[src/rtl/axi4stream_rr_arbiter.sv]
// rtl/axi4stream_rr_arbiter.sv - packet-level round-robin arbiter for N AXI4-Stream sources onto one sink
module axi4stream_rr_arbiter #(
  parameter int N_PORTS    = 4,
  parameter int DATA_WIDTH = 8,
  parameter int MAX_BEATS  = 256,
  parameter int ID_WIDTH   = $clog2(N_PORTS)
) (
  input  logic                          aclk,
  input  logic                          areset,
  input  logic [N_PORTS-1:0]            s_axis_tvalid,
  output logic [N_PORTS-1:0]            s_axis_tready,
  input  logic [N_PORTS*DATA_WIDTH-1:0] s_axis_tdata,
  input  logic [N_PORTS-1:0]            s_axis_tlast,
  output logic                          m_axis_tvalid,
  input  logic                          m_axis_tready,
  output logic [DATA_WIDTH-1:0]         m_axis_tdata,
  output logic                          m_axis_tlast,
  output logic [ID_WIDTH-1:0]           m_axis_tid,
  output logic                          busy,
  output logic [N_PORTS-1:0]            err_trunc,
  input  logic                          err_clr
);

  localparam int CNT_W = $clog2(MAX_BEATS + 1);

  typedef enum logic {
    IDLE = 1'b0,
    BUSY = 1'b1
  } state_t;

  state_t               state_q, state_d;
  logic [ID_WIDTH-1:0]  grant_q, grant_d;
  logic [CNT_W-1:0]     beat_cnt_q, beat_cnt_d;
  logic [N_PORTS-1:0]   err_q, err_d;

  logic [ID_WIDTH-1:0]  winner;
  logic                 found;
  logic                 sel_valid;
  logic                 sel_last;
  logic [DATA_WIDTH-1:0] sel_data;
  logic                 active;
  logic                 forced;
  logic                 hs;

  // grant_q doubles as last_grant: it is only rewritten with the winner at IDLE->BUSY
  assign active = (state_q == BUSY) && !areset;
  assign forced = (beat_cnt_q == CNT_W'(MAX_BEATS - 1));
  assign hs     = m_axis_tvalid && m_axis_tready;

  // Round-robin search starting one past the previous grant, wrapping around
  always_comb begin
    winner = grant_q;
    found  = 1'b0;
    for (int i = 1; i <= N_PORTS; i++) begin
      for (int p = 0; p < N_PORTS; p++) begin
        if (!found && (p == (int'(grant_q) + i) % N_PORTS) && s_axis_tvalid[p]) begin
          found  = 1'b1;
          winner = ID_WIDTH'(p);
        end
      end
    end
  end

  // Select the granted source's valid/data/last and steer tready back to it only
  always_comb begin
    sel_valid     = 1'b0;
    sel_last      = 1'b0;
    sel_data      = '0;
    s_axis_tready = '0;
    for (int p = 0; p < N_PORTS; p++) begin
      if (grant_q == ID_WIDTH'(p)) begin
        sel_valid        = s_axis_tvalid[p];
        sel_last         = s_axis_tlast[p];
        sel_data         = s_axis_tdata[p*DATA_WIDTH +: DATA_WIDTH];
        s_axis_tready[p] = active && m_axis_tready;
      end
    end
  end

  assign m_axis_tvalid = active && sel_valid;
  assign m_axis_tdata  = sel_data;
  assign m_axis_tlast  = sel_last || forced;
  assign m_axis_tid    = grant_q;
  assign busy          = (state_q == BUSY);
  assign err_trunc     = err_q;

  // Next-state: arbitrate in IDLE, count beats and close the packet in BUSY
  always_comb begin
    state_d    = state_q;
    grant_d    = grant_q;
    beat_cnt_d = beat_cnt_q;
    err_d      = err_clr ? '0 : err_q;
    case (state_q)
      IDLE: begin
        if (|s_axis_tvalid) begin
          state_d    = BUSY;
          grant_d    = winner;
          beat_cnt_d = '0;
        end
      end
      BUSY: begin
        if (hs) begin
          beat_cnt_d = beat_cnt_q + CNT_W'(1);
          if (forced && !sel_last) begin
            for (int p = 0; p < N_PORTS; p++) begin
              if (grant_q == ID_WIDTH'(p)) begin
                err_d[p] = 1'b1;
              end
            end
          end
          if (m_axis_tlast) begin
            state_d = IDLE;
          end
        end
      end
      default: state_d = IDLE;
    endcase
  end

  // State registers; reset gives port 0 top priority on the first arbitration
  always_ff @(posedge aclk) begin
    if (areset) begin
      state_q    <= IDLE;
      grant_q    <= ID_WIDTH'(N_PORTS - 1);
      beat_cnt_q <= '0;
      err_q      <= '0;
    end else begin
      state_q    <= state_d;
      grant_q    <= grant_d;
      beat_cnt_q <= beat_cnt_d;
      err_q      <= err_d;
    end
  end

endmodule

[config.mk]
export PLATFORM = sky130hd
export DESIGN_NAME = axi4stream_rr_arbiter
export DESIGN_NICKNAME = d
export VERILOG_FILES = /design/src/rtl/axi4stream_rr_arbiter.sv
export SDC_FILE = /design/constraint.sdc
export NUM_CORES = 1
export LEC_CHECK = 0
export CAP_MARGIN = 20
export CORE_MARGIN = 5
export CORE_UTILIZATION = 40
export DETAILED_ROUTE_END_ITERATION = 8
export GPL_TIMING_DRIVEN = 0
export PLACE_DENSITY = 0.86
export SLEW_MARGIN = 40
export SYNTH_ARGS = -nofsm -noshare
export SYNTH_HDL_FRONTEND = slang
export SYNTH_SLANG_ARGS = --single-unit
[constraint.sdc]
create_clock -name aclk -period 3.3 [get_ports aclk]
set_input_delay 0.33 -clock aclk [delete_from_list [all_inputs] [get_ports aclk]]
set_output_delay 0.33 -clock aclk [all_outputs]
set_load 0.02 [all_outputs]
# ---- Word-level counts from Yosys, hierarchy flattened
# Index checks and enable logic that the tools add are counted.
dict set report totals {
  inputBits 44
  ff_bits 16
  wordCells 161
  output_inout_bits 21
}
dict set report classes {
  n_eq_ne 18
  n_mux 62
  addsub 5
  n_reduce_logical 67
  n_bitwise 5
}
# operator n
set ops {}
lappend ops {{32-bit zero test} 4}
lappend ops {{1-bit logical AND} 36}
lappend ops {{1-bit 2-to-1 mux} 34}
lappend ops {{2-bit 2-to-1 mux} 16}
lappend ops {{8-bit 2-to-1 mux} 4}
lappend ops {{3-bit equality test (first input constant)} 8}
lappend ops {{9-bit 2-to-1 mux} 2}
lappend ops {{9-bit case mux with 2 select lines} 1}
lappend ops {{1-bit zero test} 17}
lappend ops {{4-bit 2-to-1 mux} 4}
lappend ops {{16-bit nonzero test} 1}
lappend ops {{2-bit by 3-bit equality test with 1-bit output (first input constant)} 4}
lappend ops {{9-bit by 1-bit adder with 9-bit output (second input constant)} 1}
lappend ops {{9-bit by 8-bit equality test with 1-bit output (second input constant)} 1}
lappend ops {{2-bit OR reduction} 4}
lappend ops {{2-bit by 1-bit adder with 2-bit output (second input constant)} 2}
lappend ops {{2-bit adder (second input constant)} 2}
lappend ops {{1-bit AND (first input constant)} 4}
lappend ops {{2-bit equality test (second input constant)} 2}
lappend ops {{4-bit OR reduction} 1}
lappend ops {{3-bit AND reduction} 1}
lappend ops {{2-bit by 1-bit equality test with 1-bit output (second input constant)} 1}
lappend ops {{2-bit zero test} 1}
lappend ops {{2-bit by 1-bit inequality test with 1-bit output (second input constant)} 1}
lappend ops {{5 further kinds} 5}

# ---- Longest topological paths before layout
# Gate-level depths: netlist of the first run.
dict set report depth {
  word_depth 67
  mapped_depth 6
  ltp_nobuf 6
}

# ---- Worst setup path before layout of the first run
# Ideal clock, no wire load.
dict set report synth_path {
  path_type {reg-to-output}
  startpoint {register grant_q[1] (netlist: m_axis_tid[1])}
  endpoint {output m_axis_tdata[0]}
  t_arrival_ns 1.521
  path_buffers 2
  required_time_ns 2.970
  path_stages_with_launch 4
  slack_ns 1.449
  path_cell_list {dfxtp_1 buf_1 buf_1 mux4_2}
}
dict set report synth_via {
  elab_chain_cells 5
  elab_cells_between_ends 8
  classes_between {3 x eq/ne; 4 x mux; 1 x reduce/logical}
}
# element line_no
set synth_lines {}
lappend synth_lines {{from (decl)} 32} ;# logic [ID_WIDTH-1:0] grant_q, grant_d;
lappend synth_lines {{from (signal assigned)} 124} ;# grant_q <= ID_WIDTH'(N_PORTS - 1);
lappend synth_lines {{from (signal assigned)} 129} ;# grant_q <= grant_d;
lappend synth_lines {{2-bit zero test} 71} ;# if (grant_q == ID_WIDTH'(p)) begin
lappend synth_lines {{8-bit 2-to-1 mux (3 in series)} 71}
lappend synth_lines {{8-bit 2-to-1 mux *} 71}
lappend synth_lines {{to (decl)} 16} ;# output logic [DATA_WIDTH-1:0] m_axis_tdata,
# Mark *: on every way between the ends. The rest lies on a longest branch, timed or not.

# ---- Final worst setup path of the first run
dict set report layout_path {
  startpoint {register grant_q[1] (netlist: m_axis_tid[1])}
  endpoint {output m_axis_tdata[1]}
}
# The elaborated chain is that of the path after synthesis.

==> impl_metrics.toml, run 1 <==
[cells_and_area]
syn2layout_area_growth_pct = 64.4
num-fill-cells = 208
num_antenna_cells = 0
fin_util_pct = 66.7
nNetsFinal = 229
drive_gt1_share_pct = 12.2
fin_area_um2 = 1790

[floorplanning]
coreArea_um2 = 2690
design.portCount = 65
start_util_pct = 40.6
die_h_um = 62.2
die_area_um2 = 3870
num_rows = 19
fp.dieW_um = 62.2

[worst_setup_path]
endpoint = "m_axis_tdata[1]"
startpoint_type = "register"
cp.required_ns = 2.97
timing.rr.start = "m_axis_tid[1]"
reg2reg_slack_ns = 1.53
crit_arrival_ns = 2.48
worstSetupPathType = "reg -> out"
critPathLaunch = "m_axis_tid[1]"
cp_max_fo = 10
worstSetupEndpointType = "output pin"
reg2regPathDepth = 4
r2r_end = "busy"

[grt]
grt_pass1_vias = 1290
grt.total_usage_pct = 17.5
grt_max_degree = 11
grt_first_pass_wirelength_mm = 5.53
antenna_found_initial = 0
overflow = 0

[timing]
setup_viol = 0
fmax_mhz = 355
rsz0062_at_grt = "false"
fin_crit_sh_pct = 85.3
setup_ws_ns = 0.485
final.setup.tns_ns = 0
finalHoldViolCount = 0
maxSlewHeadroom_pct = 67.7
min_period_ns = 2.81
slew_viol_final = 0
worst_slew_pin_slew_ns = 0.485
fin_skew_ns = 0.00273

[placed_design]
portBuffers = 64
globalplace.congestion = 0.786
hpwl_mm = 2.81
place_area_um2 = 1770
dp_slack_ns = 0.795

[clock_network]
postCtsHoldBufs = 0
cts_resized = 0
cts_sinks = 16
clock_path_buffers = 2
cts_max_level = 1
cts_made_buffers = 3
tritoncts = "yes"
clk_latency_ns = 0.29
path_clk_slew_ns = 0.09
post_cts_buffers = 0
root_buffer = "clkbuf_4"

[logic_synthesis]
yosysWarnings = 0
synth-seq-cells = 16
synthTopCellsByArea = "dfxtp_1 (29%), mux4_2 (17%), a21oi_1 (5.5%)"
netlist_area_um2 = 1090
synthesis.nets = 160
synth_edf_count = 0
synth_flop_cell = "dfxtp_1"
yosysUniqueCellTypes = 36
ys_async_sr_fraction_pct = 0
synth_top_area_share_pct = 29.4
syn_inst = 114
yosysTopAreaCell = "dfxtp_1"
syn_avg_cell_area_um2 = 9.56
yosysSeqAreaShare_pct = 29.4

[status]
outcome = "finished, final reports clean"

[worst_hold_path]
hold_path.class = "reg -> reg"
hp-start = "beat_cnt_q[6]"

[power]
ir_drop_v = 0.000325
seqPwrFrac_pct = 38.1
p_int_mw = 0.366
p_sw_share_pct = 30.7
combPwrFrac_pct = 41.7
power_density_nw_per_um2 = 295
leakagePower_nw = 0.652
clock_power_share_pct = 20.1
switchingPower_mw = 0.162
p_total_mw = 0.528

[routing]
drc = 0
dr_wl_met2_mm = 1.75
routedWlPerCell_um = 16.0
num_vias = 1202
top_layer = "met4"
route.met3.wl_um = 415
m1WireLength_mm = 1.18
antenna_left = 0
dr.pass1.iters = 5
drt_iter0_drc = 69
drt_wl_total_mm = 3.38
viasPerCell = 5.67

[run]
cap_violations = 0
registers in the layout, summed over array words and instances, names as in the netlist:
register and cells:
err_trunc 4, beat_cnt_q 9, busy 1, m_axis_tid 2
how the worst min path moves through the flow:
stage | cells after the start | slack (ns) | end
after detailed placement | 2 | 0.46 | beat_cnt_q[6]
after global routing | 2 | 0.51 | beat_cnt_q[6]
after floorplan | 1 | 0.40 | beat_cnt_q[0]
final | 2 | 0.47 | beat_cnt_q[6]
after global placement | 2 | 0.45 | beat_cnt_q[6]
after CTS | 2 | 0.47 | beat_cnt_q[6]
synth_stat cells, types with 2 or more instances:
master   instances
dfxtp_1         16
a21oi_1         12
inv_1            8
mux4_2           8
nand3_1          7
o21ai_0          7
nand2_1          5
or3_1            5
nor2_1           4
nor3_1           4
a32o_1           3
and3_1           3
or2_2            3
a31oi_1          2
buf_1            2
buf_2            2
buf_6            2
ha_1             2
mux4_1           2
metrics by stage:
| stage | hold slack [ns] | std cells |
|---|---|---|
| after floorplan | 0.399 | 114 |
| after global placement | 0.449 | 209 |
| after detailed placement | 0.458 | 209 |
| after CTS | 0.470 | 212 |
| after global routing | 0.506 | 212 |
| final | 0.473 | 212 |
power groups by stage:
stage | Clock (mW) | Combinational [mW] | Sequential [mW]
global route | 0.118 | 0.236 | 0.202
floorplan | 0 | 0.106 | 0.209
finish | 0.106 | 0.220 | 0.201
global placement | 0 | 0.219 | 0.206
detailed placement | 0 | 0.222 | 0.206
CTS | 0.108 | 0.223 | 0.201
kinds of logic after synthesis:
family                   synth area share (%)
AND/OR/NAND/NOR                          20.3
AO/OA/AOI/OAI                            19.2
flip-flops                               29.4
buffers and inverters                    6.43
multiplexers                             22.4
adder cells (fa/ha/maj)                  2.30
layout by cell type, fill, tap and decap left out, types with 2 or more instances in the layout:
| master | netlist | layout |
|---|---|---|
| nor2_1 | 4 | 4 |
| buf_6 | 2 | 2 |
| or2_2 | 3 | 3 |
| buf_2 | 2 | 2 |
| nand2_1 | 5 | 5 |
| and3_1 | 3 | 3 |
| or3_1 | 5 | 5 |
| ha_1 | 2 | 2 |
| clkbuf_4 | 0 | 3 |
| nor3_1 | 4 | 4 |
| mux4_1 | 2 | 2 |
| clkdlybuf4s50_1 | 0 | 64 |
| a31oi_1 | 2 | 2 |
| mux4_2 | 8 | 8 |
| o21ai_0 | 7 | 7 |
| buf_1 | 2 | 2 |
| inv_1 | 8 | 8 |
| nand3_1 | 7 | 7 |
| a21oi_1 | 12 | 12 |
| dfxtp_1 | 16 | 16 |
| a32o_1 | 3 | 3 |
final cells by class:
cell class / instances / area (µm²) / area share (%)
timing repair buffer: 64 / 641 / 35.8
multi-input combinational: 84 / 699 / 39.0
buffer: 6 / 40.0 / 2.23
sequential: 16 / 320 / 17.9
inverter: 8 / 30.0 / 1.68
clock buffer: 3 / 22.5 / 1.26
tap: 31 / 38.8 / 2.16
metal layers:
metal  global-route usage, %  vias to the layer above
li1                        -                      581
met1                    16.7                      555
met2                    32.4                       60
met3                    9.19                        6
met4                    4.07                        0
met5                       0                        -
critical path, stage by stage (launching register included):
cell,delay [ns]
dfxtp_1,0.41
buf_1,0.38
buf_1,0.44
mux4_2,0.39
clkdlybuf4s50_1,0.57
(Power assumes the default switching activity.)
==> run 2, diff against run 1 <==
CORE_UTILIZATION = 34   (was 40)
PLACE_DENSITY = 0.78   (was 0.86)
SLEW_MARGIN = not set   (was 40)
clock period = 2.5 ns   (was 3.3 ns; I/O delays follow)
==> run 2 against run 1 <==
  * Worst hold slack better by 0.0030 ns
  * Non-clock buffer count unchanged
  * Sequential cell count is the same
  * Sequential share of layout area shrank 0.39 points
  * Sequential power up 32%
  * Largest cell class unchanged
==> impl_metrics.toml, run 2 (synthesized netlist as in run 1, its figures left out) <==
[status]
outcome = "finished, final reports clean"

[placed_design]
hpwl_mm = 3.13
dp_slack_ns = 0.0930
portBuffers = 64
globalplace.congestion = 0.825

[floorplanning]
fp.dieW_um = 66.6
design.portCount = 65
start_util_pct = 35.7
coreArea_um2 = 3050
die_area_um2 = 4440
die_h_um = 66.6
num_rows = 20

[cells_and_area]
final_common_cell = "clkdlybuf4s50_1"
top_register = "beat_cnt_q"
num_antenna_cells = 0
drive_gt1_share_pct = 14.3
layout_common_cells = "clkdlybuf4s50_1 (62), dfxtp_1 (16), a21oi_1 (12)"
fin_util_pct = 60.0
nNetsFinal = 229
largest_register_ff_count = 9
syn2layout_area_growth_pct = 68.1

[run]
cap_violations = 0

[timing]
fin_crit_sh_pct = 95.9
slew_viol_final = 0
rsz0062_at_grt = "false"
min_period_ns = 2.40
setup_viol = 0
fin_skew_ns = 0.00427
maxSlewHeadroom_pct = 79.8
setup_ws_ns = 0.104
finalHoldViolCount = 0
final.setup.tns_ns = 0
fmax_mhz = 417
worst_slew_pin_slew_ns = 0.302

[power]
ir_drop_v = 0.000245
leakagePower_nw = 0.691
switchingPower_mw = 0.217
power_density_nw_per_um2 = 401
p_int_mw = 0.517
p_sw_share_pct = 29.6
seqPwrFrac_pct = 36.3
clock_power_share_pct = 23.5
combPwrFrac_pct = 40.2

[routing]
dr.pass1.iters = 4
num_vias = 1212
routedWlPerCell_um = 16.2
drc = 0
viasPerCell = 5.36
drt_wl_total_mm = 3.65
antenna_left = 0
drt_iter0_drc = 95

[worst_setup_path]
crit_arrival_ns = 2.15
cp_max_fo = 6
startpoint_type = "register"
worstSetupEndpointType = "output pin"
cp.required_ns = 2.25
worstSetupPathType = "reg -> out"
reg2reg_slack_ns = 0.64

[clock_network]
clk_latency_ns = 0.29
cts_sinks = 16
tritoncts = "yes"
post_cts_buffers = 0
root_buffer = "clkbuf_4"
clock_path_buffers = 2
cts_max_level = 1
cts_made_buffers = 3
path_clk_slew_ns = 0.10

[grt]
grt_first_pass_wirelength_mm = 5.77
grt_pass1_vias = 1279
overflow = 0
grt_max_degree = 11
antenna_found_initial = 0
grt.total_usage_pct = 17.2

[worst_hold_path]
hold_path.class = "reg -> reg"
==> run 2: changes by cell type in the layout (fill, tap and decap cells not counted), sizes merged <==
cell and delta:
clkdlybuf4s50 -2, clkbuf +1, dlymetal6s2s +2
==> run 2: path summary, 6_finish.rpt <==
path / start / endpoint / cells after the start
max: m_axis_tid[0] / m_axis_tvalid / 4
min: beat_cnt_q[6] / beat_cnt_q[6] / 2
max reg2reg: m_axis_tid[0] / beat_cnt_q[7] / 6
min reg2reg: beat_cnt_q[6] / beat_cnt_q[6] / 2
==> run 2: layout make-up <==
| cell class | count | area, µm² |
|---|---|---|
| fill | 269 | 1220 |
| multi-input combinational | 84 | 699 |
| timing repair buffer | 64 | 646 |
| sequential | 16 | 320 |
| tap | 44 | 55.1 |
| buffer | 6 | 45.0 |
| clock buffer | 4 | 36.3 |
| inverter | 8 | 30.0 |
==> run 2: timing repair <==
action / 4_1_cts / 5_1_grt
gates resized for setup: 3 / 3
hold buffers: 0 / 0
endpoints found under the setup margin: 6 / 3
==> run 2: layer usage <==
layer / vias to the layer above / track usage (%) / share of wire, %
met5: - / 0 / 0
met4: 0 / 3.30 / 0.16
met3: 2 / 7.76 / 12
met2: 61 / 33.5 / 52
met1: 569 / 16.3 / 36
li1: 580 / - / -
==> run 2: metrics by stage <==
| stage | power (mW) | std cells | hold slack [ns] | cell area [µm²] |
|---|---|---|---|---|
| floorplan | 0.416 | 114 | 0.319 | 1090 |
| global placement | 0.563 | 222 | 0.453 | 1790 |
| detailed placement | 0.567 | 222 | 0.462 | 1790 |
| CTS | 0.742 | 226 | 0.475 | 1830 |
| global route | 0.771 | 226 | 0.517 | 1830 |
| finish | 0.734 | 226 | 0.476 | 1830 |
==> run 2: critical path: stages, from the launching register on <==
cell,delay [ns]
dfxtp_1,0.39
buf_6,0.15
mux4_2,0.57
and3_1,0.22
clkdlybuf4s50_1,0.53
==> run 2: power groups by stage <==
stage	logic [mW]	clock network [mW]	registers (mW)
after global placement	0.292	0	0.271
after floorplan	0.140	0	0.276
final	0.295	0.173	0.266
after detailed placement	0.295	0	0.272
after global routing	0.314	0.190	0.267
after CTS	0.298	0.177	0.266
==> run 3, diff against run 2 <==
CORE_UTILIZATION = 38   (was 34)
CTS_BUF_LIST = sky130_fd_sc_hd__clkbuf_4   (was not set)
PLACE_DENSITY = 0.82   (was 0.78)
clock period = 2.7 ns   (was 2.5 ns; I/O delays follow)
==> run 3 against run 2 <==
  * Cell count shrank 5.8%
  * Largest power group unchanged
  * Clock skew rose by 0.00057 ns
  * Worst setup slack improved by 0.0091 ns
  * First-iteration DRC count down 41%
  * Count of clock-buffer cells in the layout shrank 1
==> impl_metrics.toml, run 3 (synthesized netlist as in run 1, its figures left out) <==
[routing]
drc = 0
viasPerCell = 5.70
antenna_left = 0
routedWlPerCell_um = 16.5
drt_iter0_drc = 56
num_vias = 1215
dr.pass1.iters = 4
drt_wl_total_mm = 3.51

[cells_and_area]
num-fill-cells = 236
syn2layout_area_growth_pct = 64.9
final_common_cell = "clkdlybuf4s50_1"
drive_gt1_share_pct = 12.6
largest_register_ff_count = 9
layout_common_cells = "clkdlybuf4s50_1 (64), dfxtp_1 (16), a21oi_1 (12)"
num_antenna_cells = 0
layoutNonFillerInstCount = 213
nNetsFinal = 229
top_register = "beat_cnt_q"

[worst_setup_path]
worstSetupPathType = "reg -> out"
slowest_stage = "clkdlybuf4s50_1"
crit_chain = "buf_1 -> mux4_2 -> or2_2 -> clkdlybuf4s50_1"
worstSetupEndpointType = "output pin"
slowest_delay_ns = 0.54
timing.rr.start = "m_axis_tid[0]"
startpoint_type = "register"
critPathBufInv = 2
cp_top_family = "buffers and inverters"
crit_arrival_ns = 2.32
cp.required_ns = 2.43
cp_max_fo = 10
critPathLaunch = "m_axis_tid[1]"

[status]
outcome = "finished, final reports clean"

[clock_network]
cts_max_level = 1
post_cts_buffers = 0
clock_path_buffers = 2
postCtsHoldBufs = 0
cts_sinks = 16
tritoncts = "yes"
root_buffer = "clkbuf_4"
clk_latency_ns = 0.29
path_clk_slew_ns = 0.10
cts_made_buffers = 3
cts_resized = 1

[floorplanning]
fp.dieW_um = 63.6
coreArea_um2 = 2760
design.portCount = 65
die_h_um = 63.6
die_area_um2 = 4040
start_util_pct = 39.5
num_rows = 19

[timing]
worst_slew_pin_slew_ns = 0.434
rsz0062_at_grt = "false"
setup_ws_ns = 0.113
finalHoldViolCount = 0
fmax_mhz = 386
maxSlewHeadroom_pct = 71.1
final.setup.tns_ns = 0
setup_viol = 0
slew_viol_final = 0
fin_skew_ns = 0.00484
min_period_ns = 2.59
fin_crit_sh_pct = 95.8

[grt]
antenna_found_initial = 0
grt_pass1_vias = 1348
grt_max_degree = 11
grt_first_pass_wirelength_mm = 5.80
grt.total_usage_pct = 18.0
overflow = 0

[power]
p_total_mw = 0.648
ir_drop_v = 0.000407
leakagePower_nw = 0.655
power_density_nw_per_um2 = 361

[placed_design]
portBuffers = 64
globalplace.congestion = 0.795
dp_slack_ns = 0.290
placed_cells = 209
hpwl_mm = 3.03

[run]
cap_violations = 0

[worst_hold_path]
hold_path.class = "reg -> reg"
hp-start = "beat_cnt_q[6]"
## run 3: routing by layer
metal	GRT usage (%)	vias up	share of wire, %
met5	0	-	0
met4	4.94	0	1.5
met3	9.06	4	13
met2	34.1	67	51
met1	16.4	564	35
li1	-	580	-
## run 3: worst paths after layout
check | to | slack (ns) | depth (start not counted)
worst max-delay path | m_axis_tlast | 0.11 | 4
worst min-delay path | beat_cnt_q[6] | 0.48 | 2
worst max register to register | beat_cnt_q[4] | 0.87 | 6
worst min register to register | beat_cnt_q[6] | 0.48 | 2
## run 3: stage by stage
step	area, µm²	utilization [%]	hold WS [ns]
floorplan	1090	-	0.339
global placement	1770	64.2	0.453
detailed placement	1770	64.2	0.465
CTS	1800	65.2	0.479
global route	1800	65.2	0.514
finish	1800	65.2	0.482
## run 3: where the power goes
group,total (mW),leakage (nW),switching [mW],internal (mW)
Clock,0.132,0.0154,0.0778,0.0537
Sequential,0.246,0.130,0.00561,0.240
Combinational,0.270,0.510,0.115,0.155
Total,0.648,0.655,0.199,0.449
## run 3: area by class of cell
cell class                      instances  area, µm²  area share, %
Buffer                                  6       41.3           2.30
Clock buffer                            3       22.5           1.25
Clock inverter                          1       3.75          0.209
Inverter                                8       30.0           1.67
Multi-Input combinational cell         84        699           38.9
Sequential cell                        16        320           17.8
Tap cell                               31       38.8           2.16
Timing Repair Buffer                   64        641           35.7
## run 3: worst reg2reg max path, stage by stage, from the launching register on
cell and delay [ns]:
dfxtp_1 0.37, buf_6 0.14, mux4_2 0.57, a22oi_2 0.27
buf_6 0.17, o21ai_0 0.10, a21oi_1 0.14
